`config.mk`:
```
export PLATFORM = sky130hd
export DESIGN_NAME = signed_sub_pipe
export DESIGN_NICKNAME = d
export VERILOG_FILES = /design/src/rtl/signed_sub_pkg.sv /design/src/rtl/signed_sub_pipe_slice.sv /design/src/rtl/signed_sub_pipe.sv
export SDC_FILE = /design/constraint.sdc
export NUM_CORES = 1
export LEC_CHECK = 0
export BUFFER_PORTS_ARGS = -buffer_cell sky130_fd_sc_hd__buf_2
export CAP_MARGIN = 30
export CORE_MARGIN = 2
export CORE_UTILIZATION = 25
export CTS_CLUSTER_SIZE = 16
export DETAILED_ROUTE_END_ITERATION = 6
export SLEW_MARGIN = 20
export SYNTH_ARGS = -nofsm -noshare
export SYNTH_HDL_FRONTEND = slang
export SYNTH_SLANG_ARGS = --single-unit
```
`constraint.sdc`:
```
create_clock -name clk -period 2.9 [get_ports clk]
set_clock_uncertainty 0.1 [all_clocks]
set_input_delay 0.58 -clock clk [delete_from_list [all_inputs] [get_ports clk]]
set_output_delay 0.58 -clock clk [all_outputs]
set_load 0.01 [all_outputs]
```
`src/rtl/signed_sub_pkg.sv`:
```
// signed_sub_pkg
//   Shared constants and arithmetic helpers for the signed subtractor pipeline.
//   - DEF_WIDTH : default operand/result width
//   - MAXW      : width of the internal signed container used by the helpers;
//                 operand widths up to MAXW-1 are supported
//   - smax/smin : signed range limits for a w-bit two's complement value
//   - sat_sub   : a - b with overflow detection, optionally clamped
package signed_sub_pkg;

  localparam int DEF_WIDTH = 8;
  localparam int MAXW      = 32;

  typedef logic signed [MAXW-1:0] word_t;

  function automatic word_t smax(input int w);
    return (word_t'(1) <<< (w - 1)) - word_t'(1);
  endfunction

  function automatic word_t smin(input int w);
    return -(word_t'(1) <<< (w - 1));
  endfunction

  // Operands arrive sign-extended from w bits into word_t, so the difference
  // fits without wrapping as long as w < MAXW. Result is {ovf, value}; the
  // caller keeps the low w bits of value, which is the modulo result when
  // no clamping is applied.
  function automatic logic [MAXW:0] sat_sub(input word_t a, input word_t b,
                                            input int w, input logic sat);
    word_t d;
    word_t r;
    logic  hi;
    logic  lo;
    d  = a - b;
    hi = (d > smax(w));
    lo = (d < smin(w));
    r  = d;
    if (sat && hi) r = smax(w);
    if (sat && lo) r = smin(w);
    return {hi | lo, r};
  endfunction

endpackage

```
`src/rtl/signed_sub_pipe_slice.sv`:
```
// pipe_slice
//   One valid/ready register stage with a parameterised payload.
//   The stage can load whenever it is empty or its content leaves this cycle,
//   so a full chain of slices sustains one transfer per clock.
// Ports
//   clk, rst_n          clock, asynchronous active-low reset
//   in_valid/in_ready   upstream handshake (in_ready is combinational)
//   in_data             payload to capture
//   out_valid/out_ready downstream handshake
//   out_data            registered payload, held while out_valid && !out_ready
module pipe_slice #(
  parameter int W = 8
) (
  input  logic         clk,
  input  logic         rst_n,
  input  logic         in_valid,
  output logic         in_ready,
  input  logic [W-1:0] in_data,
  output logic         out_valid,
  input  logic         out_ready,
  output logic [W-1:0] out_data
);

  assign in_ready = !out_valid || out_ready;

  always_ff @(posedge clk or negedge rst_n) begin
    if (!rst_n) begin
      out_valid <= 1'b0;
      out_data  <= '0;
    end else if (in_ready) begin
      out_valid <= in_valid;
      if (in_valid) out_data <= in_data;
    end
  end

endmodule

```
`src/rtl/signed_sub_pipe.sv`:
```
// signed_sub_pipe
//   Two-stage pipelined signed subtractor, diff = in_a - in_b, with
//   valid/ready flow control. S1 registers the operand pair, S2 registers
//   the (optionally saturated) difference. Full throughput without
//   backpressure, at most two pairs in flight.
// Parameters
//   WIDTH  operand/result width, 2 <= WIDTH < signed_sub_pkg::MAXW
//   SAT    1 = clamp to the signed range on overflow, 0 = wrap
// Ports
//   clk, rst_n            clock, asynchronous active-low reset
//   in_valid/in_ready     operand handshake (in_ready combinational from out_ready)
//   in_a, in_b            signed minuend / subtrahend
//   out_valid/out_ready   result handshake
//   diff                  signed result
//   ovf, ovf_cnt          overflow flag and saturating count of overflowed
//                         results transferred; present only when the
//                         SIGNED_SUB_OVF_EN macro is defined
module signed_sub_pipe
  import signed_sub_pkg::*;
#(
  parameter int WIDTH = DEF_WIDTH,
  parameter int SAT   = 1
) (
  input  logic             clk,
  input  logic             rst_n,
  input  logic             in_valid,
  output logic             in_ready,
  input  logic [WIDTH-1:0] in_a,
  input  logic [WIDTH-1:0] in_b,
  output logic             out_valid,
  input  logic             out_ready,
  output logic [WIDTH-1:0] diff
`ifdef SIGNED_SUB_OVF_EN
  ,
  output logic             ovf,
  output logic [7:0]       ovf_cnt
`endif
);

`ifdef SIGNED_SUB_OVF_EN
  localparam int S2W = WIDTH + 1;
`else
  localparam int S2W = WIDTH;
`endif

  logic                 s1_valid;
  logic                 s2_in_ready;
  logic [2*WIDTH-1:0]   s1_data;
  logic [MAXW:0]        sub_res;
  logic [S2W-1:0]       s2_in;
  logic [S2W-1:0]       s2_q;
  logic                 unused_res_bits;

  pipe_slice #(.W(2*WIDTH)) u_s1 (
    .clk       (clk),
    .rst_n     (rst_n),
    .in_valid  (in_valid),
    .in_ready  (in_ready),
    .in_data   ({in_a, in_b}),
    .out_valid (s1_valid),
    .out_ready (s2_in_ready),
    .out_data  (s1_data)
  );

  assign sub_res = sat_sub(word_t'($signed(s1_data[2*WIDTH-1:WIDTH])),
                           word_t'($signed(s1_data[WIDTH-1:0])),
                           WIDTH, (SAT != 0));

`ifdef SIGNED_SUB_OVF_EN
  assign s2_in           = {sub_res[MAXW], sub_res[WIDTH-1:0]};
  assign unused_res_bits = ^sub_res[MAXW-1:WIDTH];
`else
  // Saturation still applies; only the flag itself is dropped.
  assign s2_in           = sub_res[WIDTH-1:0];
  assign unused_res_bits = ^sub_res[MAXW:WIDTH];
`endif

  pipe_slice #(.W(S2W)) u_s2 (
    .clk       (clk),
    .rst_n     (rst_n),
    .in_valid  (s1_valid),
    .in_ready  (s2_in_ready),
    .in_data   (s2_in),
    .out_valid (out_valid),
    .out_ready (out_ready),
    .out_data  (s2_q)
  );

  assign diff = s2_q[WIDTH-1:0];

`ifdef SIGNED_SUB_OVF_EN
  assign ovf = s2_q[WIDTH];

  // Counted on the output transfer only, so a result held under
  // backpressure is counted once.
  always_ff @(posedge clk or negedge rst_n) begin
    if (!rst_n) begin
      ovf_cnt <= 8'd0;
    end else if (out_valid && out_ready && ovf && (ovf_cnt != 8'hFF)) begin
      ovf_cnt <= ovf_cnt + 8'd1;
    end
  end
`endif

endmodule

```
== After elaboration in Yosys (flattened, before gate mapping) ==
Cells that the tools add are included.

* Output and inout port bits: 10
* Bits of input ports: 20
* Bits in registers: 26
* Word-level logic and storage cells: 15

* Add/subtract/negate cells: 1
* Reduce and logical (&&, ||, !) cells: 6
* $lt $le $gt $ge: 2
* Muxes and demuxes: 2

{| class="wikitable"
|+ Operators with widths
! cell !! number
|-
| 2-to-1 mux 8 bit || 2
|-
| greater-than comparator 9 x 8 -> 1 bit (second input constant) || 1
|-
| < comparator 9 x 8 -> 1 bit (second input constant) || 1
|-
| subtractor 8 x 8 -> 9 bit || 1
|-
| AND reduction 2 bit || 2
|-
| zero test 1 bit || 2
|-
| logical OR 1 bit || 2
|}

== Longest topological paths before layout ==
* Depth in word-level cells: 4
* Depth in mapped cells: 8
* Depth with buffers taken out: 8

== Hierarchy ==
Synthesis repeated with hierarchy kept, for this count alone.

* Cells, all modules: 123
* Area total of the unflattened synthesis: 1550.2 sq um

{| class="wikitable"
|+ Modules (own cells, without submodules)
! module !! seq. area each (sq um) !! times used !! cells an instance !! area each (sq um)
|-
| pipe_slice (u_s1) || 425.4 || 1 || 37 || 695.7
|-
| signed_sub_pipe || 0.0 || 1 || 66 || 469.2
|-
| pipe_slice (u_s2) || 225.2 || 1 || 20 || 385.4
|}

== Worst setup path after synthesis ==
Ideal clock, no wire load.

* Path kind: register to register
* Start: register u_s1.out_data[1]
* End: register u_s2.out_data[6]
* Required time: 2.654 ns
* Library setup time: 0.146 ns
* Path buffers: 0
* Cell stages (with the launch flop): 8
* Path slack: 0.759 ns
* Data arrival time: 1.896 ns
* Period minus slack after synthesis: 2.141 ns
* Path through: dfrtp_1 -> inv_1 -> ha_1 -> nor2b_4 -> o31a_1 -> a221oi_4 -> mux2i_2 -> a32oi_1

* Cells in the longest elaborated chain, start to end: 4

{| class="wikitable"
|+ RTL lines
! element !! line !! source
|-
| start, declared || signed_sub_pipe_slice.sv:21 || <nowiki>output logic [W-1:0] out_data</nowiki>
|-
| start signal, assigned || signed_sub_pipe_slice.sv:32 || <nowiki>if (in_valid) out_data <= in_data;</nowiki>
|-
| subtractor 8 x 8 -> 9 bit (*) || signed_sub_pkg.sv:33 || <nowiki>d = a - b;</nowiki>
|-
| greater-than comparator 9 x 8 -> 1 bit || signed_sub_pkg.sv:34 || <nowiki>hi = (d > smax(w));</nowiki>
|-
| 2-to-1 mux 8 bit || signed_sub_pkg.sv:37 || <nowiki>if (sat && hi) r = smax(w);</nowiki>
|-
| 2-to-1 mux 8 bit (*) || signed_sub_pkg.sv:38 || <nowiki>if (sat && lo) r = smin(w);</nowiki>
|-
| end signal, assigned || signed_sub_pipe_slice.sv:32 ||
|-
| end, declared || signed_sub_pipe_slice.sv:21 ||
|}

Mark *: on every way between the ends. The rest lies on a longest branch, timed or not.
A chain may end at the register's enable or synchronous reset.

== Worst setup path after layout ==
Ends and elaborated chain as after synthesis.

==> summary.md <==
| Metric | Value |
|---|---|
| Status | completed |
| Post-Synthesis Cells | 126 |
| CP startpoint kind | flop |
| Clk_lat worst skew | 270 ps |
| Final hold viol count | 0 |
| Worst Tran Pin Value | 701.7 ps |
| Flops & latches, synth | 26 |
| Cell variety after synth | 35 |
| Placed Area | 1672 sq um |
| Sw power | 451.1 uW |
| Total CTS buffers | 3 |
| Crit Reg-Reg Endpoint | u_s2.out_data[6] |
| Max-cap violations | 0 |
| R2R depth | 7 |
| Worst ir drop on vdd | 190.0 uV |
| Critical Path AT | 2350 ps |
| PD cells | 725.0 nW/um^2 |
| Slew Limit Fails | 0 |
| Min cycle time layout | 2318 ps |
| Initial antenna violation count | 0 |
| Die H | 80.03 um |
| F_max | 431.5 MHz |
| Yosys warning total | 0 |
| Syn nets | 155 |
| CP max FO | 7 |
| ANT cells | 0 |
| R2R Path Start | u_s1.out_data[1] |
| Combinational fraction of design power | 43.5% |
| CTS Buffer Depth | 2 |
| Pre-CTS setup slack | 582.0 ps |
| Initial Util | 26.08% |
| Core footprint | 5540 sq um |
| Final WS setup | 582.5 ps |
| Share of cells above drive strength 1 | 25.00% |
| I/O pins | 30 |
| Clock transition at path regs | 90 ps |
| Multi-input logic area | 744.5 sq um |
| Ys async rst share | 100.0% |
| H-tree levels | 1 |
| CP startpoint | u_s1.out_data[1] |
| Reg power frac | 39.9% |
| Fillcell total | 602 |
| Flop2flop setup slack | 580 ps |
| Drt first pass iters | 4 |
| CP max stage cell | mux2i_2 |
| Post-layout total power | 1.242 mW |
| Hold WS | 197.3 ps |
| Seq. cell area | 650.6 sq um |
| CTS sink count | 26 |
| CP Class | flop to flop |
| RSZ-0062 raised after global routing | no |
| Synthesized area | 1445 sq um |
| Final Setup Violations | 0 |
| Slew Limit Headroom | 53.11% |
| Routed vias | 1,018 |
| Nets | 187 |
| Die area | 6405 sq um |
| Post-route design area | 1713 sq um |
| Switching Share | 36.33% |
| Leak | 0.7950 nW |
| Vias in the first global route | 1,029 |
| Final core occ | 30.92% |
| Placed insts | 225 |
| Final ANT Viol Nets | 0 |
| Setup crit end kind | flop |
| Area delta synth->final | 18.53% |
| Number of enable flip-flop cells after synthesis | 0 |
| Critical Path RT | 2940 ps |
| Iteration-0 DRC Markers | 74 |
| Post-CTS Setup Bufs | 0 |
| Post-DR wirelength/cell | 12.02 um |
| Die width | 80.03 um |
| Final Cycle Share | 79.91% |
| Port Buffers | 29 |
| End of the critical path | u_s2.out_data[6] |
| First-pass GRT wire length | 4.671 mm |
| Hold buffers post-CTS | 0 |
| CP cell instances | inv_1 -> ha_1 -> nor2b_4 -> o31a_1 -> a221oi_4 -> mux2i_2 -> a32oi_1 |
| Seq/Total Area, Yosys | 45.02% |
| CTS tree | built |
| Total routed wirelength | 2.741 mm |
| GR Overflow Total | 0 |
| # rows | 27 |
| Global Route Usage Sum | 9.339% |
| Int Power | 790.8 uW |
| CTS Root Cell | clkbuf_8 |
| Largest net degree at the start of global routing | 27 |
| DP HPWL | 2.158 mm |
| Top FF cell, synth | dfrtp_1 |
| GP Congestion | 0.7659 |
| Hold crit path type | primary input to asynchronous set/reset pin |
| Fin cells | 228 |
| Avg Cell Area, Syn | 11.47 sq um |
| Clock Power Share | 16.6% |
| Drc violations | 0 |
| Cts repair resizes | 0 |
| CP peak stage delay | 440 ps |
| Vias/cell | 4.465 |
| Setup TNS | 0 ps |
## metal layers
| metal | track usage (%) | vias up | wire length (um) |
|---|---|---|---|
| li1 | - | 515 | - |
| met1 | 11.45 | 482 | 1330 |
| met2 | 15.58 | 17 | 1268 |
| met3 | 1.471 | 4 | 73 |
| met4 | 5.085 | 0 | 68 |
| met5 | 0 | - | 0 |
## cells in the mapped netlist, types with 2 or more instances
cell type / number / area [sq um]
dfrtp_1: 26 / 650.6
mux2_1: 16 / 180.2
inv_1: 11 / 41.29
nand2_1: 11 / 41.29
a21oi_1: 9 / 45.04
ha_1: 8 / 100.1
a22oi_1: 6 / 45.04
o21a_1: 4 / 30.03
nand2b_1: 3 / 18.77
and2_0: 2 / 12.51
mux2i_2: 2 / 27.53
nor2b_1: 2 / 12.51
nor3_1: 2 / 10.01
o21ai_0: 2 / 10.01
o31a_1: 2 / 17.52
## logic make-up (layout without fill, tap and decap cells)
group / count (synthesis) / in the layout / synth area share [%]
AO/OA/AOI/OAI: 31 / 31 / 17.14
AND/OR/NAND/NOR: 27 / 27 / 10.48
flip-flops: 26 / 26 / 45.02
multiplexers: 18 / 18 / 14.37
buffers and inverters: 13 / 43 / 3.463
adder cells (fa/ha/maj): 9 / 9 / 8.312
XOR/XNOR: 2 / 2 / 1.212
## cells in the final DEF (no fill, tap or decap), types with 2 or more instances in the layout
| cell type | count |
|---|---|
| and2_0 | 2 |
| nor3_1 | 2 |
| buf_2 | 29 |
| inv_1 | 11 |
| o21a_1 | 4 |
| mux2i_2 | 2 |
| a21oi_1 | 9 |
| dfrtp_1 | 26 |
| mux2_1 | 16 |
| nand2b_1 | 3 |
| o21ai_0 | 2 |
| nand2_1 | 11 |
| clkbuf_8 | 3 |
| o31a_1 | 2 |
| a22oi_1 | 6 |
| nor2b_1 | 2 |
| ha_1 | 8 |
## flip-flops by register name (all words and copies together) (netlist names)
name / cells
u_s2.out_valid: 1
u_s2.out_data: 8
u_s1.out_data: 16
u_s1.out_valid: 1
## worst max-delay path, delay by kind of cell, from the launching register on
kind	cells	cell delay, ps
buf+inv	1	50
compound gates	3	790
simple gates	1	130
mux	1	440
fa+ha+maj	1	280
flops	1	390
## power by group through the flow
| stage | clock network [mW] | logic (mW) | registers, mW |
|---|---|---|---|
| 2_1_floorplan | 0 | 0.368 | 0.524 |
| 3_3_place_gp | 0 | 0.536 | 0.504 |
| 3_5_place_dp | 0 | 0.541 | 0.507 |
| 4_1_cts | 0.214 | 0.546 | 0.499 |
| 5_1_grt | 0.230 | 0.599 | 0.510 |
| 6_report | 0.206 | 0.541 | 0.495 |
## worst min-delay path by stage
stage | start | to | slack, ps
after CTS | rst_n | u_s1.out_data[4] | 220
after global routing | rst_n | u_s1.out_data[7] | 240
after detailed placement | u_s1.out_data[7] | u_s1.out_data[7] | 380
after global placement | u_s1.out_data[2] | u_s1.out_data[2] | 370
after floorplan | rst_n | u_s1.out_data[0] | 180
final | rst_n | u_s2.out_data[4] | 200
## layout make-up
cell class / instances / share of cell area (%)
inverter: 11 / 2.411
clock buffer: 3 / 2.411
multi-input combinational: 87 / 43.46
sequential: 26 / 37.98
tap: 72 / 5.259
timing repair buffer: 29 / 8.473
(Power assumes the default switching activity.)
